[src/rtl/lvm_pkg.sv]
// Shared definitions for the memory sequencer front-end of the 16-bit cpu core.
package lvm_pkg;

    localparam int unsigned WORD_W         = 16;
    localparam int unsigned DEFAULT_ADDR_W = 16;

    // Step schedule states; the encoding is fixed so it can be matched in waveforms.
    typedef enum logic [2:0] {
        StIdle  = 3'd0,
        StFetch = 3'd1,
        StFwait = 3'd2,
        StDacc  = 3'd3,
        StDwait = 3'd4,
        StStep  = 3'd5
    } seq_state_e;

endpackage

[src/rtl/mem_sequencer.sv]
// Serialises instruction fetch, data access and the commit strobe for one cpu step
// over a single-port synchronous RAM with 1-cycle read latency.
module mem_sequencer
    import lvm_pkg::*;
#(
    parameter int unsigned ADDR_W = DEFAULT_ADDR_W
) (
    input  logic              i_clk,
    input  logic              i_reset,
    input  logic              i_run,
    input  logic [WORD_W-1:0] i_pc,
    input  logic [WORD_W-1:0] i_addr,
    input  logic [WORD_W-1:0] i_out,
    input  logic              i_write,
    output logic [WORD_W-1:0] o_instruction,
    output logic [WORD_W-1:0] o_data,
    output logic              o_cpu_step,
    output logic              o_busy,
    output logic [WORD_W-1:0] o_retired,
    output logic [ADDR_W-1:0] o_mem_addr,
    output logic [WORD_W-1:0] o_mem_wdata,
    output logic              o_mem_we,
    input  logic [WORD_W-1:0] i_mem_rdata
);

    seq_state_e        r_state;
    logic [WORD_W-1:0] r_instruction;
    logic [WORD_W-1:0] r_data;
    logic [WORD_W-1:0] r_retired;

    // Step FSM plus the instruction/data capture registers and retired counter.
    always_ff @(posedge i_clk) begin
        if (i_reset) begin
            r_state       <= StIdle;
            r_instruction <= '0;
            r_data        <= '0;
            r_retired     <= '0;
        end else begin
            case (r_state)
                StIdle: begin
                    if (i_run) r_state <= StFetch;
                end
                StFetch: r_state <= StFwait;
                StFwait: begin
                    r_instruction <= i_mem_rdata;
                    r_state       <= StDacc;
                end
                StDacc: begin
                    // Stores commit in DACC and skip the read-return cycle.
                    r_state <= i_write ? StStep : StDwait;
                end
                StDwait: begin
                    r_data  <= i_mem_rdata;
                    r_state <= StStep;
                end
                StStep: begin
                    r_retired <= r_retired + 16'd1;
                    r_state   <= i_run ? StFetch : StIdle;
                end
                default: r_state <= StIdle;
            endcase
        end
    end

    // RAM port and strobe decode; addresses are live because cpu decode settles in-step.
    always_comb begin
        o_mem_addr  = '0;
        o_mem_wdata = '0;
        o_mem_we    = 1'b0;
        o_cpu_step  = 1'b0;
        o_busy      = (r_state != StIdle);
        case (r_state)
            StFetch: o_mem_addr = i_pc[ADDR_W-1:0];
            StDacc: begin
                o_mem_addr  = i_addr[ADDR_W-1:0];
                o_mem_wdata = i_out;
                // Gated by reset so an aborting step can never corrupt RAM.
                o_mem_we    = i_write & ~i_reset;
            end
            StStep:  o_cpu_step = ~i_reset;
            default: ;
        endcase
    end

    assign o_instruction = r_instruction;
    assign o_data        = r_data;
    assign o_retired     = r_retired;

endmodule
[config.mk]
export PLATFORM = sky130hd
export DESIGN_NAME = mem_sequencer
export DESIGN_NICKNAME = d
export VERILOG_FILES = /design/src/rtl/lvm_pkg.sv /design/src/rtl/mem_sequencer.sv
export SDC_FILE = /design/constraint.sdc
export NUM_CORES = 1
export LEC_CHECK = 0
export ABC_CLOCK_PERIOD_IN_PS = 2500
export BUFFER_PORTS_ARGS = -buffer_cell sky130_fd_sc_hd__buf_2
export CORE_ASPECT_RATIO = 0.75
export CORE_MARGIN = 4
export CORE_UTILIZATION = 30
export CTS_BUF_LIST = sky130_fd_sc_hd__clkbuf_4 sky130_fd_sc_hd__clkbuf_8
export DETAILED_ROUTE_END_ITERATION = 12
export GPL_ROUTABILITY_DRIVEN = 0
export MAX_ROUTING_LAYER = met4
export SKIP_CTS_REPAIR_TIMING = 1
export SLEW_MARGIN = 20
export SYNTH_ARGS = -nofsm -noshare
export SYNTH_HDL_FRONTEND = slang
export SYNTH_SLANG_ARGS = --single-unit
export TNS_END_PERCENT = 10
[constraint.sdc]
create_clock -name i_clk -period 2.5 [get_ports i_clk]
set_clock_uncertainty 0.15 [all_clocks]
set_input_delay 0.25 -clock i_clk [delete_from_list [all_inputs] [get_ports i_clk]]
set_output_delay 0.25 -clock i_clk [all_outputs]
set_load 0.01 [all_outputs]
======== Word level (Yosys, flattened, before mapping) ========
Index checks and enable logic that the tools add are counted.
operators by class
  eq/ne operators ......................... 6
  add/sub/neg operators ................... 1
  bitwise gates (word level) .............. 2
  multipliers ............................. 0
  reduce and logical (&&, ||, !) cells .... 2
  mux-type cells .......................... 8
  div/mod/pow operators ................... 0
  shifts and indexed selects .............. 0
  magnitude comparators ................... 0
operator list
  operator                                                                number
  16-bit one-hot mux with 2 select lines                                  1
  3-bit one-hot mux with 6 select lines                                   1
  16-bit by 1-bit adder with 16-bit output (second input constant)        1
  16-bit two-way mux                                                      1
  3-bit by 2-bit equality test with 1-bit output (second input constant)  2
  3-bit equality test (second input constant)                             2
  1-bit two-way mux                                                       4
  3-bit by 1-bit equality test with 1-bit output (second input constant)  1
  3-bit zero test                                                         1
  3-bit two-way mux                                                       1
  3-bit nonzero test                                                      1
  2-bit != test (second input constant)                                   1
  1-bit bitwise AND                                                       1
  1-bit NOT                                                               1
word-level totals
  bits in latches ......................... 0
  bits in read-only memories .............. 0
  memories ................................ 0
  flip-flop bits (word level) ............. 51
  logic and storage cells ................. 23
  memory bits (writable) .................. 0

======== Longest topological paths before layout ========
Gate-level depths: netlist of the first run.
  word-level depth ........................ 3
  gate-level depth with buffers ........... 7
  gate-level depth less buffers ........... 5

======== Worst setup path after synthesis of the first run ========
OpenSTA, ideal clock, no wires.
  path type ............................... reg2out
  start ................................... register r_state[0]
  end ..................................... output o_mem_addr[0]
  buffers on the path ..................... 2
  data arrival time ....................... 1.544 ns
  slack ................................... 0.556 ns
  cell stages (with the launch flop) ...... 5
  path through ............................ dfxtp_1 -> buf_2 -> nor3b_1 -> clkbuf_1 -> a22o_1
on the way
  word-level cells in the longest chain between the ends .. 2
ends and longest elaborated chain
  item                                                                                                              RTL line             source
  from (decl)                                                                                                       mem_sequencer.sv:26  seq_state_e r_state;
  from (signal assigned)                                                                                            mem_sequencer.sv:34  r_state <= StIdle;
  from (signal assigned)                                                                                            mem_sequencer.sv:41  if (i_run) r_state <= StFetch;
  from (signal assigned)                                                                                            mem_sequencer.sv:43  StFetch: r_state <= StFwait;
  3-bit by 2-bit equality test with 1-bit output or 3-bit by 1-bit equality test with 1-bit output (tied branches)  mem_sequencer.sv:72  case (r_state)
  16-bit one-hot mux with 2 select lines *                                                                          mem_sequencer.sv:72
  to (decl)                                                                                                         mem_sequencer.sv:20  output logic [ADDR_W-1:0] o_mem_addr,
Mark *: on every way between the ends. The rest lies on a longest branch, timed or not.

======== Worst setup path after layout of the first run ========
  start ................................... register r_state[0]
  end ..................................... output o_mem_addr[8]
Same word-level chain as after synthesis.

==> results of run 1 <==
[cell type report]
| class | count | area, um^2 |
|---|---|---|
| clock buffer | 7 | 83.8 |
| clock inverter | 1 | 5.00 |
| fill | 786 | 4150 |
| inverter | 3 | 11.3 |
| multi-input combinational | 210 | 1150 |
| sequential | 51 | 1020 |
| tap | 101 | 126 |
| timing repair buffer | 155 | 788 |
[registers in the layout, indices dropped and copies added (netlist names)]
register       flops
o_data            16
o_instruction     16
o_retired         16
r_state            3
[worst register-to-register path, delay by kind of cell (launching register included)]
family / cells / cell delay, ns
AND/OR/NAND/NOR: 3 / 1.17
flip-flops: 1 / 0.60
AO/OA/AOI/OAI: 1 / 0.14
[report_power, final]
part / switching [uW] / internal, uW / total, uW
combinational: 190 / 160 / 350
sequential: 32.0 / 845 / 877
clock: 260 / 219 / 479
total: 482 / 1220 / 1710
[kinds of logic (layout without fill, tap and decap cells)]
kind of cell / after synthesis / in the layout / synth area share [%]
AND/OR/NAND/NOR: 138 / 138 / 29.0
AO/OA/AOI/OAI: 58 / 58 / 15.6
flip-flops: 51 / 51 / 45.2
buffers and inverters: 24 / 166 / 4.54
XOR/XNOR: 12 / 12 / 4.65
adder cells (fa/ha/maj): 1 / 1 / 0.553
multiplexers: 1 / 1 / 0.498
[worst min-delay path by stage]
stage          slack, ns             start               end  cells past startpoint
2_1_floorplan       0.24    i_mem_rdata[0]         o_data[0]                      2
3_3_place_gp        0.29         o_data[6]         o_data[6]                      2
3_5_place_dp        0.30  o_instruction[8]  o_instruction[8]                      2
4_1_cts             0.03    i_mem_rdata[6]  o_instruction[6]                      3
5_1_grt             0.04    i_mem_rdata[0]         o_data[0]                      3
6_report            0.04    i_mem_rdata[6]  o_instruction[6]                      3
[metrics by stage]
| stage | utilization (%) | setup slack [ns] | power [uW] | hold slack (ns) | cell area, um^2 |
|---|---|---|---|---|---|
| after floorplan | - | 0.556 | 1090 | 0.236 | 2260 |
| after global placement | 42.2 | 0.456 | 1250 | 0.291 | 3090 |
| after detailed placement | 42.2 | 0.427 | 1250 | 0.296 | 3090 |
| after CTS | 43.4 | 0.360 | 1730 | 0.0328 | 3180 |
| after global routing | 43.4 | 0.245 | 1800 | 0.0394 | 3180 |
| final | 43.4 | 0.373 | 1710 | 0.0419 | 3180 |
[metal layers]
metal / routed length, um / GRT usage (%) / up-vias
met4: 191 / 5.96 / 0
met5: 0 / - / -
met3: 490 / 3.34 / 13
met2: 3580 / 28.7 / 104
li1: - / - / 1237
met1: 3080 / 18.5 / 1113
[placed cells by master (no fill, tap or decap)]
cell type  count
buf_2        150
nand2_1       73
dfxtp_1       51
a21oi_1       38
nor2_1        18
and2_1        17
a22o_1        16
xnor2_1        9
nor3_1         5
clkbuf_8       5
buf_4          5
or3_1          4
nand3_1        4
nand4_1        4
and3b_1        3
nor4_1         3
o21ai_0        3
xor2_1         3
inv_1          3
nor3b_2        2
clkbuf_4       2
nand3b_4       1
nor2b_1        1
and3_1         1
mux2_1         1
or4_4          1
a211oi_1       1
or3b_2         1
ha_1           1
clkinv_2       1
==> qor.yml, run 1 <==
yosys:
  synth_top_cells_by_area: "dfxtp_1 45%, nand2_1 12%, a21oi_1 8.4%"
  synthFlopType: "dfxtp_1"
  synth_cell_types: 29
  synth.cells.most_frequent: "73 x nand2_1, 51 x dfxtp_1, 38 x a21oi_1, 18 x clkbuf_1, 18 x nor2_1"
  synth_nets: 354
  yosysMostFrequentCell: "nand2_1"
  async_reset_ff_share_pct: 0
  synth_top_area_share_pct: 45.2
  synth_warnings: 0
  synthCells: 285
  synth_area_um2: 2260
  yosysTopAreaCell: "dfxtp_1"
  ys_seq_elements: 51
  ys_seq_area_share_pct: 45.2
  synth_enable_flop_cells: 0
  syn_area_per_cell_um2: 7.93
clock_tree:
  h-tree-depth: 2
  cts_made_buffers: 5
  clk_pin_slew_ns: 0.09
  cts_tree: "built"
  cts_buffer_depth: 2
  clock-sinks: 51
  root_buffer: "clkbuf_8"
  clk_latency_ns: 0.30
run:
  maxCapViolCount: 0
detailed_routing:
  ant_nets: 0
  drt_iter0_markers: 72
  wl_per_cell_um: 13.9
  routed_via_density: 4.67
  dr.pass1.iters: 4
  drc_errors: 0
  num_vias: 2467
  wl_um: 7350
outcome:
  status: "complete, no violations"
placement:
  dpl.hpwl_um: 5760
  dp_cells: 520
  io_buffers: 150
sta:
  drv_slew: 0
  max_freq_mhz: 470
  relSlewSlack_pct: 54.4
  tns_ns: 0
  finalCriticalPeriod_ns: 2.13
  period_share_pct: 85.1
  tightestPinTransition_ns: 0.684
  finalSetupViolCount: 0
  rsz0062_at_grt: "false"
  finalHoldViolations: 0
die:
  start_util_pct: 30.8
  fp.dieW_um: 108
  die_y_um: 83.2
  fp.coreArea_um2: 7330
  placement_rows: 27
  io-pin-count: 151
  die_area_um2: 9000
critical_path:
  slowest_stage: "dfxtp_1"
  cp_top_family: "flip-flops"
  crit_buf_inv: 2
  critical_path.startpoint_type: "register"
  crit_start: "r_state[0]"
  slowest_delay_ns: 0.58
  r2r_start: "r_state[2]"
  path_max_fanout: 34
  endpoint_kind: "output pin"
  cp-endpoint: "o_mem_addr[8]"
  r2r_end: "o_retired[15]"
  r2r_slack_ns: 0.38
  cp_cell_sequence: "and3b_1 > buf_4 > a22o_1 > buf_2"
  path_depth: 4
  cp.required_ns: 2.10
  cp.arrival_ns: 1.73
  r2r_cells: 4
  crit_type: "register to output pin"
grt:
  grtUsageTotal_pct: 16.4
  grt_overflow_total: 0
  grt_pass1_vias: 2413
  grt_pass1_wl_um: 11500
  grt_max_degree: 35
  antenna_found_initial: 0
pwr:
  vdd_ir_drop_max_mv: 0.209
  leakagePower_uw: 0.00156
  p_per_area_nw_per_um2: 536
worst_hold_path:
  worstHoldPathType: "input pin to register"
finish:
  layout.nets: 495
  n_antenna_cell: 0
  drive_gt1_share_pct: 39.3
  syn_to_final_growth_pct: 40.8
  fin_cells: 528
Power figures use the tool's default switching activity.
==> run 2: changes to the inputs <==
--- a/config.mk
+++ b/config.mk
@@ -9,11 +9,13 @@
 export BUFFER_PORTS_ARGS = -buffer_cell sky130_fd_sc_hd__buf_2
 export CORE_ASPECT_RATIO = 0.75
 export CORE_MARGIN = 4
-export CORE_UTILIZATION = 30
+export CORE_UTILIZATION = 43
 export CTS_BUF_LIST = sky130_fd_sc_hd__clkbuf_4 sky130_fd_sc_hd__clkbuf_8
 export DETAILED_ROUTE_END_ITERATION = 12
 export GPL_ROUTABILITY_DRIVEN = 0
+export GPL_TIMING_DRIVEN = 0
 export MAX_ROUTING_LAYER = met4
+export PLACE_DENSITY = 0.82
 export SKIP_CTS_REPAIR_TIMING = 1
 export SLEW_MARGIN = 20
 export SYNTH_ARGS = -nofsm -noshare
==> run 2 against run 1 <==
  * Via count is 1.7% higher
  * Global-route usage is 5.6 points higher
  * Highest routed layer unchanged
  * Largest cell class unchanged
  * Combinational power is 8.0% higher
  * Critical path depth is 2 higher
  * Critical path type unchanged
  * Largest power group unchanged
==> qor.yml, run 2 (same netlist as run 1, synthesis figures left out) <==
pwr:
  p_per_area_nw_per_um2: 542  # +1.1%
  finalPower_uw: 1740  # +2.0%
  leakagePower_uw: 0.00157  # +1.1%
  vdd_ir_drop_max_mv: 0.244  # +17%
placement:
  io_buffers: 149  # -0.67%
  pre_cts_ws_ns: 0.128  # -0.299 ns
  postPlaceCellArea_um2: 3100  # about the same
  dpl.hpwl_um: 5960  # +3.5%
  dp_cells: 506  # -2.7%
critical_path:
  crit_buf_inv: 4  # +2
  slowest_delay_ns: 0.33  # -0.25 ns
  cp.required_ns: 2.10  # about the same
  cp_cell_sequence: "buf_2 > and3b_1 > clkbuf_1 > clkbuf_1 > and2_1 > buf_2"
  crit_type: "register to output pin"
  path_max_fanout: 10  # -71%
  critical_path.startpoint_type: "register"
  cp_top_family: "buffers and inverters"
  endpoint_kind: "output pin"
  cp.arrival_ns: 1.93  # +0.20 ns
  slowest_stage: "dfxtp_1"
die:
  placement_rows: 22  # -19%
  fp.coreArea_um2: 4980  # -32%
  start_util_pct: 45.4  # +15 points
  die_y_um: 70.8  # -15%
  die_area_um2: 6490  # -28%
  io-pin-count: 151  # unchanged
  fp.dieW_um: 91.7  # -15%
grt:
  grt_pass1_vias: 2339  # -3.1%
  met2_usage_pct: 38.2  # +9.5 points
  grtUsageTotal_pct: 22.0  # +5.6 points
  grt_overflow_total: 0  # unchanged
  grt_max_degree: 16  # -54%
  grt_pass1_wl_um: 11000  # -4.3%
  antenna_found_initial: 0  # unchanged
  grtUsageMet1_pct: 24.5  # +6.1 points
  use_met3_pct: 4.46  # +1.1 points
  busiest_layer: "met2"
finish:
  fillers: 447  # -43%
  layout_common_cells: "150 x buf_2, 73 x nand2_1, 51 x dfxtp_1, 38 x a21oi_1, 18 x nor2_1"
  syn_to_final_growth_pct: 42.0
  final_cell_area_um2: 3210  # +0.86%
  ff_latch_area_um2: 1020  # unchanged
  drive_gt1_share_pct: 37.8  # -1.6 points
  n_antenna_cell: 0  # unchanged
  final_common_cell: "buf_2"
  layout.nets: 510  # +3.0%
  fin_cells: 514  # -2.7%
  multiInputGateArea_um2: 1150  # +0.11%
clock_tree:
  h-tree-depth: 2  # unchanged
  root_buffer: "clkbuf_8"
  clk_pin_slew_ns: 0.09  # about the same
  cts_tree: "built"
  clock-sinks: 51  # unchanged
  cts_made_buffers: 5  # unchanged
  cts_buffer_depth: 2  # unchanged
  clk_latency_ns: 0.29  # about the same
detailed_routing:
  num_vias: 2510  # +1.7%
  ant_nets: 0  # unchanged
  wl_per_cell_um: 14.1  # +1.4%
  drc_errors: 0  # unchanged
  dr.pass1.iters: 4  # unchanged
  wl_um: 7250  # -1.3%
  routed_via_density: 4.88  # +4.5%
  drt_iter0_markers: 94  # +31%
run:
  maxCapViolCount: 0  # unchanged
sta:
  tightestPinTransition_ns: 0.738  # +0.0538 ns
  period_share_pct: 93.2  # +8.1 points
  drv_slew: 0  # unchanged
  max_freq_mhz: 429  # -8.7%
  rsz0062_at_grt: "false"
  finalSetupViolCount: 0  # unchanged
  finalHoldViolations: 0  # unchanged
  finalCriticalPeriod_ns: 2.33  # +0.204 ns
  hold_ws_ns: 0.0383  # -0.00363 ns
  setup_slack_ns: 0.170  # -0.204 ns
  relSlewSlack_pct: 50.7  # -3.7 points
outcome:
  status: "complete, no violations"
worst_hold_path:
  worstHoldPathType: "input pin to register"
==> run 2: cell types whose count changed in the layout (fill, tap and decap cells not counted), sizes merged <==
cell    previous run  this run
clkbuf             7        25
buf              155       152
==> run 2: final cells by class <==
type	instances	area share, %
Clock inverter	1	0.273
Timing Repair Buffer	149	23.2
Buffer	21	2.96
Clock buffer	7	2.81
Multi-Input combinational cell	210	35.8
Sequential cell	51	31.8
Tap cell	72	2.81
Inverter	3	0.351
==> run 2: path summary, 6_finish.rpt <==
check,start,endpoint,slack [ns],depth (start not counted)
setup / recovery,r_state[0],o_mem_wdata[7],0.17,6
setup reg to reg,r_state[2],o_instruction[7],0.50,5
hold / removal,i_mem_rdata[13],o_instruction[13],0.04,3
hold reg to reg,o_instruction[9],o_instruction[9],0.31,2
==> run 2: stage by stage <==
stage / utilization, % / TNS [ns]
4_1_cts: 64.1 / -1.90
3_3_place_gp: 62.2 / 0
3_5_place_dp: 62.2 / 0
6_report: 64.4 / 0
5_1_grt: 64.4 / 0
2_1_floorplan: - / 0
==> run 2: metal layers <==
layer	vias to the layer above	share of wire (%)
li1	1262	-
met1	1117	40
met2	112	49
met3	19	7.2
met4	0	3.5
met5	-	0
==> run 2: where the power goes <==
part | total (uW) | leakage [uW] | switching [uW] | internal (uW)
sequential | 862 | 0.000412 | 16.9 | 845
clock | 499 | 0.0000519 | 262 | 238
combinational | 378 | 0.00111 | 209 | 168
==> run 2: tightest hold or removal path: stages <==
cell,delay [ns]
buf_2,0.10
nand2_1,0.05
a21oi_1,0.05
==> run 3: changes to the inputs <==
--- a/config.mk
+++ b/config.mk
@@ -15,7 +15,7 @@
 export GPL_ROUTABILITY_DRIVEN = 0
 export GPL_TIMING_DRIVEN = 0
 export MAX_ROUTING_LAYER = met4
-export PLACE_DENSITY = 0.82
+export PLACE_DENSITY = 0.86
 export SKIP_CTS_REPAIR_TIMING = 1
 export SLEW_MARGIN = 20
 export SYNTH_ARGS = -nofsm -noshare
==> run 3 against run 2 <==
  * First-iteration DRC count increased by 11%
  * Clock-buffer cell count shrank 1
  * Utilization shrank 0.075 points
  * Die area unchanged
  * Largest cell class unchanged
  * Highest routed layer unchanged
  * Flip-flop and latch count unchanged
  * Setup slack worse by 0.015 ns
  * Routed wire length down 0.39%
  * Global-route usage rose by 0.38 points
  * Critical path depth did not move
  * Clock power decreased by 2%
  * Critical endpoint is now o_mem_wdata[9]
  * Combinational power barely moved
  * Power fell by 0.69%
==> qor.yml, run 3 (same netlist as run 1, synthesis figures left out) <==
die:
  fp.dieW_um: 91.7  # unchanged
  start_util_pct: 45.4  # unchanged
  io-pin-count: 151  # unchanged
  die_y_um: 70.8  # unchanged
  placement_rows: 22  # unchanged
  fp.coreArea_um2: 4980  # unchanged
  die_area_um2: 6490  # unchanged
grt:
  use_met3_pct: 4.14  # -0.32 points
  busiest_layer: "met2"
  grt_pass1_vias: 2447  # +4.6%
  antenna_found_initial: 0  # unchanged
  grt_overflow_total: 0  # unchanged
  grtUsageTotal_pct: 22.4  # +0.38 points
  met2_usage_pct: 41.1  # +2.8 points
  grt_pass1_wl_um: 11400  # +3.2%
  grtUsageMet1_pct: 24.2  # -0.30 points
  grt_max_degree: 17  # +1
finish:
  fin_util_pct: 64.4  # -0.075 points
  multiInputGateArea_um2: 1150  # unchanged
  layout.nets: 510  # unchanged
  syn_to_final_growth_pct: 41.8
  layout_common_cells: "150 x buf_2, 73 x nand2_1, 51 x dfxtp_1, 38 x a21oi_1, 18 x nor2_1"
  n_antenna_cell: 0  # unchanged
  final_common_cell: "buf_2"
  fillers: 448  # +0.22%
  ff_latch_area_um2: 1020  # unchanged
  drive_gt1_share_pct: 37.6  # -0.23 points
clock_tree:
  clk_latency_ns: 0.30  # about the same
  clock-sinks: 51  # unchanged
  cts_buffer_depth: 2  # unchanged
  root_buffer: "clkbuf_8"
  cts_tree: "built"
  clk_pin_slew_ns: 0.09  # about the same
  h-tree-depth: 2  # unchanged
  cts_made_buffers: 5  # unchanged
pwr:
  power_frac_clock_pct: 28.2  # -0.5 points
  leakagePower_uw: 0.00157  # -0.23%
  finalPower_uw: 1730  # -0.69%
  p_switching_uw: 488  # about the same
  p_per_area_nw_per_um2: 539  # -0.57%
  p_comb_share_pct: 21.8  # about the same
  intPower_uw: 1240  # -0.98%
  pwr-share-seq_pct: 49.9  # +0.3 points
  vdd_ir_drop_max_mv: 0.230  # -5.4%
  sw_frac_of_total_pct: 28.3  # +0.21 points
critical_path:
  path_max_fanout: 10  # unchanged
  r2r_slack_ns: 0.44  # -0.06 ns
  slowest_delay_ns: 0.32  # about the same
  r2r_cells: 5  # unchanged
  r2r_end: "o_instruction[11]"
  r2r_start: "r_state[1]"
  crit_type: "register to output pin"
  crit_start: "r_state[0]"
  slowest_stage: "dfxtp_1"
  endpoint_kind: "output pin"
  cp_cell_sequence: "buf_2 > and3b_1 > clkbuf_1 > clkbuf_1 > and2_1 > buf_2"
  cp.arrival_ns: 1.94  # about the same
  cp.required_ns: 2.10  # about the same
  critical_path.startpoint_type: "register"
worst_hold_path:
  hold-path-endpoint: "o_instruction[5]"
  worstHoldPathType: "input pin to register"
  hp-start: "i_mem_rdata[5]"
  whs_path_depth: 3  # unchanged
sta:
  period_share_pct: 93.8  # +0.59 points
  finalHoldViolations: 0  # unchanged
  max_freq_mhz: 426  # -0.63%
  tightestPinTransition_ns: 0.768  # +0.0297 ns
  finalCriticalPeriod_ns: 2.34  # +0.0148 ns
  rsz0062_at_grt: "true"
  drv_slew: 0  # unchanged
  finalSetupViolCount: 0  # unchanged
  relSlewSlack_pct: 48.7  # -2.0 points
placement:
  dpl.hpwl_um: 5850  # -1.9%
  io_buffers: 149  # unchanged
detailed_routing:
  num_vias: 2546  # +1.4%
  drt_iter0_markers: 104  # +11%
  wl_um: 7230  # -0.39%
  ant_nets: 0  # unchanged
  routed_via_density: 4.95  # +1.4%
  wl_per_cell_um: 14.1  # -0.39%
  drc_errors: 0  # unchanged
  dr.pass1.iters: 4  # unchanged
outcome:
  status: "complete, no violations"
run:
  maxCapViolCount: 0  # unchanged
-- run 3: cell count changes in the layout (fill, tap and decap cells not counted), sizes merged --
cell	delta
inv	+1
clkbuf	-1
-- run 3: area by class of cell --
cell class / instances / share of cell area [%]
Buffer: 21 / 2.93
Clock inverter: 2 / 0.429
Clock buffer: 6 / 2.58
Tap cell: 72 / 2.81
Multi-Input combinational cell: 210 / 35.8
Sequential cell: 51 / 31.8
Inverter: 3 / 0.351
Timing Repair Buffer: 149 / 23.3
-- run 3: per-stage QoR --
step           instances  area [um^2]  setup TNS (ns)  setup WS, ns  hold slack (ns)
4_1_cts              514         3190           -1.62        -0.171           0.0351
5_1_grt              514         3210        -0.00822      -0.00822           0.0273
3_5_place_dp         506         3100               0         0.153            0.296
3_3_place_gp         506         3100               0         0.165            0.290
2_1_floorplan        285         2260               0         0.556            0.236
6_report             514         3210               0         0.155           0.0417
-- run 3: power groups by stage --
stage                     Clock [uW]  Combinational [uW]  Sequential [uW]
after detailed placement           0                 374              882
after global placement             0                 366              880
after CTS                        501                 375              863
after floorplan                    0                 192              893
after global routing             537                 415              867
final                            488                 377              863
-- run 3: worst max-delay path by stage --
stage	endpoint	slack (ns)	cells after the start
CTS	o_mem_addr[2]	-0.17	5
floorplan	o_mem_addr[0]	0.56	4
detailed placement	o_mem_addr[2]	0.15	5
global placement	o_mem_addr[10]	0.17	5
global route	o_mem_wdata[9]	-0.008	6
finish	o_mem_wdata[9]	0.16	6
-- run 3: worst max-delay path: cells and delay by family, from the launching register on --
kind                   cells  cell delay [ns]
and+or+nand+nor            2             0.39
buffers and inverters      4             0.95
DFF                        1             0.32
-- run 3: per-layer routing --
metal  part of all wire (%)  vias up
met1                     39     1151
li1                       -     1267
met5                      0        -
met3                    7.1       16
met4                    2.6        0
met2                     51      112
